$ cat src/rtl/datapath_ctrl_pkg.sv
// Shared types and constants for the accumulator datapath sequencer.
// Also holds the control-word decode helpers used by the FSM.
package datapath_ctrl_pkg;

    localparam int MAX_STEPS = 4;
    localparam int STEP_W    = 3;
    localparam int PROG_W    = MAX_STEPS * STEP_W;

    typedef enum logic [1:0] {IDLE, LOAD, STEP, DONE} state_t;
    typedef enum logic [1:0] {OP_B, OP_C, OP_D, OP_SKIP} op_t;

    localparam logic ADD = 1'b0;
    localparam logic SUB = 1'b1;

    typedef struct packed {
        logic s0;
        logic s2;
        logic s1;
        logic m;
        logic e;
        logic busy;
        logic done;
    } ctrl_t;

    function automatic ctrl_t ctrl_load();
        ctrl_t c;
        c      = '0;
        c.e    = 1'b1;
        c.busy = 1'b1;
        return c;
    endfunction

    function automatic ctrl_t ctrl_done();
        ctrl_t c;
        c      = '0;
        c.done = 1'b1;
        return c;
    endfunction

    // A skipped step keeps the accumulator but still counts as a busy cycle.
    function automatic ctrl_t ctrl_step(logic [STEP_W-1:0] w);
        ctrl_t c;
        c      = '0;
        c.s0   = 1'b1;
        c.busy = 1'b1;
        if (op_t'(w[2:1]) != OP_SKIP) begin
            c.s2 = w[2];
            c.s1 = w[1];
            c.m  = (w[0] == SUB) ? SUB : ADD;
            c.e  = 1'b1;
        end else begin
            c.m  = ADD;
        end
        return c;
    endfunction

endpackage

$ cat src/rtl/datapath_ctrl.sv
// Micro-program sequencer for the add/sub accumulator datapath: LOAD A, then
// up to four add/sub/skip steps, then a one-cycle done pulse.
module datapath_ctrl
    import datapath_ctrl_pkg::*;
(
    input  logic              clk,
    input  logic              reset,
    input  logic              start,
    input  logic [PROG_W-1:0] prog,
    input  logic [2:0]        len,
    output logic              s0,
    output logic              s1,
    output logic              s2,
    output logic              m,
    output logic              e,
    output logic              busy,
    output logic              done
);

    state_t            r_state;
    logic [1:0]        r_k;
    logic [PROG_W-1:0] r_prog;
    logic [2:0]        r_len;
    ctrl_t             r_ctrl;

    logic [1:0]        w_k_next;
    logic              w_last;
    logic [2:0]        w_len_clamped;

    assign w_k_next      = r_k + 2'd1;
    assign w_last        = ({1'b0, r_k} == (r_len - 3'd1));
    assign w_len_clamped = (len > 3'd4) ? 3'd4 : len;

    function automatic logic [STEP_W-1:0] step_word(logic [PROG_W-1:0] p, logic [1:0] k);
        case (k)
            2'd0:    return p[2:0];
            2'd1:    return p[5:3];
            2'd2:    return p[8:6];
            default: return p[11:9];
        endcase
    endfunction

    // Outputs are registered: each transition loads the control word of the
    // state being entered, so nothing combinational reaches the datapath.
    always_ff @(posedge clk) begin
        if (reset) begin
            r_state <= IDLE;
            r_k     <= '0;
            r_prog  <= '0;
            r_len   <= '0;
            r_ctrl  <= '0;
        end else begin
            case (r_state)
                IDLE: begin
                    r_ctrl <= '0;
                    if (start) begin
                        r_prog  <= prog;
                        r_len   <= w_len_clamped;
                        r_state <= LOAD;
                        r_ctrl  <= ctrl_load();
                    end
                end
                LOAD: begin
                    r_k <= '0;
                    if (r_len != 3'd0) begin
                        r_state <= STEP;
                        r_ctrl  <= ctrl_step(step_word(r_prog, 2'd0));
                    end else begin
                        r_state <= DONE;
                        r_ctrl  <= ctrl_done();
                    end
                end
                STEP: begin
                    if (w_last) begin
                        r_state <= DONE;
                        r_ctrl  <= ctrl_done();
                    end else begin
                        r_k    <= w_k_next;
                        r_ctrl <= ctrl_step(step_word(r_prog, w_k_next));
                    end
                end
                DONE: begin
                    r_state <= IDLE;
                    r_ctrl  <= '0;
                end
                default: begin
                    r_state <= IDLE;
                    r_ctrl  <= '0;
                end
            endcase
        end
    end

    assign s0   = r_ctrl.s0;
    assign s1   = r_ctrl.s1;
    assign s2   = r_ctrl.s2;
    assign m    = r_ctrl.m;
    assign e    = r_ctrl.e;
    assign busy = r_ctrl.busy;
    assign done = r_ctrl.done;

endmodule

$ cat config.mk
export PLATFORM = sky130hd
export DESIGN_NAME = datapath_ctrl
export DESIGN_NICKNAME = d
export VERILOG_FILES = /design/src/rtl/datapath_ctrl_pkg.sv /design/src/rtl/datapath_ctrl.sv
export SDC_FILE = /design/constraint.sdc
export NUM_CORES = 1
export LEC_CHECK = 0
export BUFFER_PORTS_ARGS = -buffer_cell sky130_fd_sc_hd__buf_2
export CAP_MARGIN = 5
export CORE_MARGIN = 2
export CORE_UTILIZATION = 50
export DETAILED_ROUTE_END_ITERATION = 10
export GPL_TIMING_DRIVEN = 0
export PLACE_DENSITY = 0.74
export SYNTH_ARGS = -nofsm -noshare
export SYNTH_HDL_FRONTEND = slang
export SYNTH_SLANG_ARGS = --single-unit
$ cat constraint.sdc
create_clock -name clk -period 3.3 [get_ports clk]
set_input_delay 0.66 -clock clk [delete_from_list [all_inputs] [get_ports clk]]
set_output_delay 0.66 -clock clk [all_outputs]
set_load 0.02 [all_outputs]
==> results.toml, run 1 <==
[clocking]
clock-sinks = 26
cts_buffers = 3
cts_root_buffer = "clkbuf_4"
cts_tree = "yes"
cts_setup_buffers = 0
cts_max_path_buffers = 2
cts_resized = 0
cts.clk_slew.worst_paths_ps = 150
insertion_delay_ps = 320
htreeDepth = 1
cts_hold_buf = 0

[worst_hold_path]
hp-class = "flop to flop"

[global_routing]
antenna_found_initial = 0
track_usage_pct = 19.52
first_global_vias = 1007
grt-ovfl-total = 0
grt_max_degree = 16
grt_first_pass_wirelength_mm = 4.140

[logic_synthesis]
synth.most_common_cell = "nand2_1"
syn-num-nets = 174
synth_area_um2 = 1254
synthTopCellsByCount = "nand2_1, dfxtp_1, a21oi_1"
syn_area_per_cell_um2 = 8.587
ys_ff_latch = 26
synth_top_cell_by_area = "dfxtp_1"
ys_types = 29
yosys_warnings = 0
synth_seq_area_share_pct = 41.52
yosys.area.top_type_share_pct = 41.52
synth_top_flop_cell = "dfxtp_1"
synth_edf_count = 0
synthCells = 146
synth_area_leaders = "dfxtp_1, nand2_1, ha_1"
synthArstFlopShare_pct = 0

[sta]
finalCritPeriodShare_pct = 58.60
maxSlewViolCount = 0
hold_slack_ps = 467.1
slew_headroom_pct = 67.85
worst_slack_ps = 1366
final.setup.tns_ps = 0
report.final.hold_viol_count = 0
setup_viol = 0
fmaxAchievable_ghz = 0.5172
rsz0062_at_grt = "no"
fin_worst_skew_ps = 6.722
max_slew.worst_pin.slew_ps = 482.2
min_period_ps = 1934

[critical_path]
criticalPathCategory = "flop to flop"
crit_arrival_ps = 2170
crit_chain = "inv_1 > ha_1 > xnor2_1 > o31ai_4 > a21oi_1 > o31a_1"
slowest_delay_ps = 470
crit_required_ps = 3530
slowest_stage = "o31ai_4"
start_kind = "flop"
worstPathMaxFanout = 10
end_kind = "flop"

[die]
fp.dieArea_um2 = 2924
core-area_um2 = 2432
die_x_um = 54.08
row_count = 18
die_h_um = 54.08
start_util_pct = 51.54
io_pins = 25

[pwr]
p_clk_share_pct = 21.8
netSwitchingPower_w = 0.0003643
p_total_w = 0.001007
powerDensity_nw_per_um2 = 687.6
vdd.ir_drop.worst_uv = 348.5
p_leak_nw = 0.5873
p_int_w = 0.0006423
switching_share_pct = 36.19
p_seq_share_pct = 41.6
combPwrFrac_pct = 36.6

[job]
maxCapViolations = 0

[layout]
syn_to_final_growth_pct = 16.77
antenna_cells = 0
nets = 203
layout-drive-gt1-share_pct = 18.97

[detailed_routing]
routedWlPerCell_um = 12.60
ant_nets = 0
vias = 1097
routed_wl_mm = 2.570
viasPerCell = 5.377
drc_errors = 0
firstDrtPassIters = 5
drtIter0Drc = 19

[placement]
post-place-ws_ps = 1403
gp_congestion = 0.7221
portBuffers = 24
hpwl_mm = 2.029

[run_status]
status = "finished clean"
## registers in the layout, summed over array words and instances, names as in the netlist
name	count
m	1
r_prog	12
busy	1
r_len	3
s2	1
r_k	2
r_state	2
s0	1
e	1
s1	1
done	1
## worst max-delay path: cells and delay by family (launching register included)
kind | cells | cell delay, ps
buf+inv | 1 | 70
xor+xnor | 1 | 180
flops | 1 | 390
compound gates | 3 | 890
fa+ha+maj | 1 | 310
## final timing paths
kind	start	endpoint	slack (ps)	cells after the start
worst min register to register	r_len[1]	r_len[1]	470	2
worst max register to register	r_len[0]	e	1370	6
worst min-delay path	r_len[1]	r_len[1]	470	2
worst max-delay path	r_len[0]	e	1370	6
## per-layer routing
| metal | routed length, um | part of all wire, % | global-route usage, % |
|---|---|---|---|
| met1 | 1200 | 47 | 24.66 |
| met2 | 1223 | 48 | 32.11 |
| met3 | 115 | 4.5 | 3.333 |
| met4 | 31 | 1.2 | 9.167 |
| met5 | 0 | 0 | 0 |
## power by group through the flow
stage | clock [W] | combinational [W] | sequential (W)
final | 0.000220 | 0.000368 | 0.000418
after global placement | 0 | 0.000354 | 0.000422
after global routing | 0.000234 | 0.000414 | 0.000428
after detailed placement | 0 | 0.000368 | 0.000425
after CTS | 0.000221 | 0.000370 | 0.000418
after floorplan | 0 | 0.000262 | 0.000434
## cell usage in the layout, fill, tap and decap left out, types with 2 or more instances in the layout
cell,instances
nand2_1,34
dfxtp_1,26
buf_2,24
a21oi_1,21
inv_1,11
ha_1,10
clkbuf_1,5
nor2_1,4
nand4b_1,3
a222oi_1,3
nand3b_1,3
clkbuf_4,3
xnor2_1,2
and2_2,2
and2_1,2
nand2b_1,2
mux2i_1,2
o41ai_1,2
o21a_1,2
## metrics by stage
step                util [%]  cell area [um^2]  std cells
CTS                    60.19              1464        204
detailed placement     58.02              1411        200
finish                 60.19              1464        204
global route           60.19              1464        204
global placement       58.02              1411        200
floorplan                  -              1254        146
## kinds of logic after synthesis
family / share of synthesized area [%]
and+or+nand+nor: 19.86
AOI/OAI and AO/OA: 20.16
DFF: 41.52
buffers and inverters: 4.791
adders and majority gates: 9.980
xor gates and xnor gates: 2.096
muxes: 1.597
## area by class of cell
type	count	area, um^2
clock buffers	3	22.52
inverters	11	41.29
well taps	30	37.54
repair buffers	24	120.1
flip-flops and latches	26	520.5
fillers	223	968.4
clock inverters	1	30.03
multi-input cells	104	673.1
plain buffers	5	18.77
Power figures use the tool's default switching activity.
==> run 2: changes to the inputs <==
--- a/config.mk
+++ b/config.mk
@@ -8,7 +8,7 @@
 export BUFFER_PORTS_ARGS = -buffer_cell sky130_fd_sc_hd__buf_2
 export CAP_MARGIN = 5
 export CORE_MARGIN = 2
-export CORE_UTILIZATION = 50
+export CORE_UTILIZATION = 48
 export DETAILED_ROUTE_END_ITERATION = 10
 export GPL_TIMING_DRIVEN = 0
 export PLACE_DENSITY = 0.74
==> constraint.sdc (replaced) <==
create_clock -name clk -period 1.75 [get_ports clk]
set_input_delay 0.35 -clock clk [delete_from_list [all_inputs] [get_ports clk]]
set_output_delay 0.35 -clock clk [all_outputs]
set_load 0.02 [all_outputs]
==> run 2 against run 1 <==
  * Sequential share of layout area decreased by 2.2 points
  * Sequential power increased by 89%
  * Core utilization increased by 3.9 points
  * Via count increased by 5.9%
  * Combinational power increased by 130%
  * Register-to-register slack got worse by 1300 ps
  * Global-route usage increased by 0.89 points
  * Routed wire length increased by 15%
  * Largest power group is now combinational cells
  * Design area increased by 8.4%
  * Largest cell class unchanged
  * Count of clock-buffer cells in the layout unchanged
  * Clock skew increased by 8.4 ps
  * Worst hold slack got worse by 230 ps
==> results.toml, run 2 (same netlist as run 1, synthesis figures left out) <==
[worst_hold_path]
hp-class = "input pin to flop"
hold-path-cell-count = 3
worstHoldStart = "prog[1]"

[layout]
multi_input_comb_area_um2 = 748.2
largest_reg_flops = 12
layout-drive-gt1-share_pct = 28.49
antenna_cells = 0
layout_commonest_cell = "nand2_1"
mostFrequentLayoutCells = "nand2_1, buf_2, dfxtp_1"
nets = 208
largest_register = "r_prog"
num-fill-cells = 237
seq_area_um2 = 529.3
syn_to_final_growth_pct = 26.55
top_regs = "r_prog x12, r_len x3"

[critical_path]
endpoint = "e"
r2r_setup_slack_ps = 50
worstPathMaxFanout = 5
timing.rr.start = "r_k[0]"
end_kind = "flop"
crit_arrival_ps = 1940
crit_required_ps = 1990
start_kind = "flop"
rr_worst_depth = 5
criticalPathCategory = "flop to flop"
cp-startpoint = "r_k[0]"
r2r-end = "e"

[detailed_routing]
routed.top_layer = "met4"
routedWlPerCell_um = 14.11
met3_length_um = 180
ant_nets = 0
firstDrtPassIters = 4
routed_wl_mm = 2.950
vias = 1162
drtIter0Drc = 48
drt-met1-wl_mm = 1.217
viasPerCell = 5.560
drc_errors = 0
dr_wl_met2_mm = 1.515

[global_routing]
grt_max_degree = 16
antenna_found_initial = 0
grt-ovfl-total = 0
track_usage_pct = 20.41
first_global_vias = 1012
grt_first_pass_wirelength_mm = 4.367

[pwr]
p_int_w = 0.001279
switching_share_pct = 37.17
p_leak_nw = 0.6320
p_seq_share_pct = 38.9
netSwitchingPower_w = 0.0007566
powerDensity_nw_per_um2 = 1283
p_total_w = 0.002036
vdd.ir_drop.worst_uv = 869.1
combPwrFrac_pct = 40.8
p_clk_share_pct = 20.3

[clocking]
insertion_delay_ps = 330
cts_buffers = 3
cts_tree = "yes"
clock-sinks = 26
cts_max_path_buffers = 2
htreeDepth = 1
cts_root_buffer = "clkbuf_4"
cts.clk_slew.worst_paths_ps = 150

[sta]
fin_worst_skew_ps = 15.13
final.setup.tns_ps = 0
finalCritPeriodShare_pct = 96.87
maxSlewViolCount = 0
fmaxAchievable_ghz = 0.5899
max_slew.worst_pin.slew_ps = 583.1
min_period_ps = 1695
slew_headroom_pct = 60.85
setup_viol = 0
report.final.hold_viol_count = 0

[die]
start_util_pct = 50.61
row_count = 18
io_pins = 25
die_x_um = 55.11
core-area_um2 = 2477
die_h_um = 55.11
fp.dieArea_um2 = 3037

[placement]
hpwl_mm = 2.121
gp_congestion = 0.7726
portBuffers = 24

[run_status]
status = "finished clean"

[job]
maxCapViolations = 0
[run 2: timing repair]
action | 4_1_cts | 5_1_grt
cloned | 0 | 1
pin swaps | 2 | 4
hold buffers | 0 | 0
gates resized for setup | 3 | 12
setup buffers | 1 | 5
endpoints found under the setup margin | 18 | 19
[run 2: area by class of cell]
class / count / share of cell area (%)
Multi-Input combinational cell: 105 / 47.16
Sequential cell: 26 / 33.36
Timing Repair Buffer: 30 / 10.41
Inverter: 11 / 2.603
Tap cell: 30 / 2.366
Clock inverter: 1 / 1.893
Clock buffer: 3 / 1.420
Buffer: 3 / 0.7886
[run 2: metal layers]
metal  vias up  track usage (%)
met5         -                0
met3         6            5.645
met4         0            4.878
met1       540            23.84
met2        44            36.71
li1        572                -
[run 2: worst min path at each step]
stage / slack (ps) / endpoint
3_5_place_dp: 450 / r_len[1]
5_1_grt: 220 / r_prog[0]
2_1_floorplan: 430 / r_len[1]
4_1_cts: 230 / r_prog[1]
3_3_place_gp: 440 / r_len[1]
6_report: 240 / r_prog[1]
[run 2: worst max-delay path: stages, from the launching register on]
cell and delay, ps:
dfxtp_4 390, inv_1 110, ha_1 260, mux2i_1 390
a21oi_1 160, o31a_1 290
[run 2: power groups by stage]
stage | Combinational (W) | Clock [W] | Sequential [W]
6_report | 0.000831 | 0.000413 | 0.000791
3_5_place_dp | 0.000697 | 0 | 0.000801
3_3_place_gp | 0.000666 | 0 | 0.000794
4_1_cts | 0.000710 | 0.000420 | 0.000790
2_1_floorplan | 0.000494 | 0 | 0.000818
5_1_grt | 0.000920 | 0.000449 | 0.000807
[run 2: per-stage QoR]
step / setup WS [ps] / std cells / hold WS (ps) / instance area (um^2) / util (%)
6_report: 54.80 / 209 / 235.4 / 1587 / 64.04
5_1_grt: -20.17 / 209 / 215.9 / 1587 / 64.04
4_1_cts: -46.98 / 205 / 228.8 / 1475 / 59.55
3_5_place_dp: -143.2 / 200 / 446.6 / 1411 / 56.97
3_3_place_gp: -102.5 / 200 / 442.3 / 1411 / 56.97
2_1_floorplan: 34.80 / 146 / 431.9 / 1254 / -
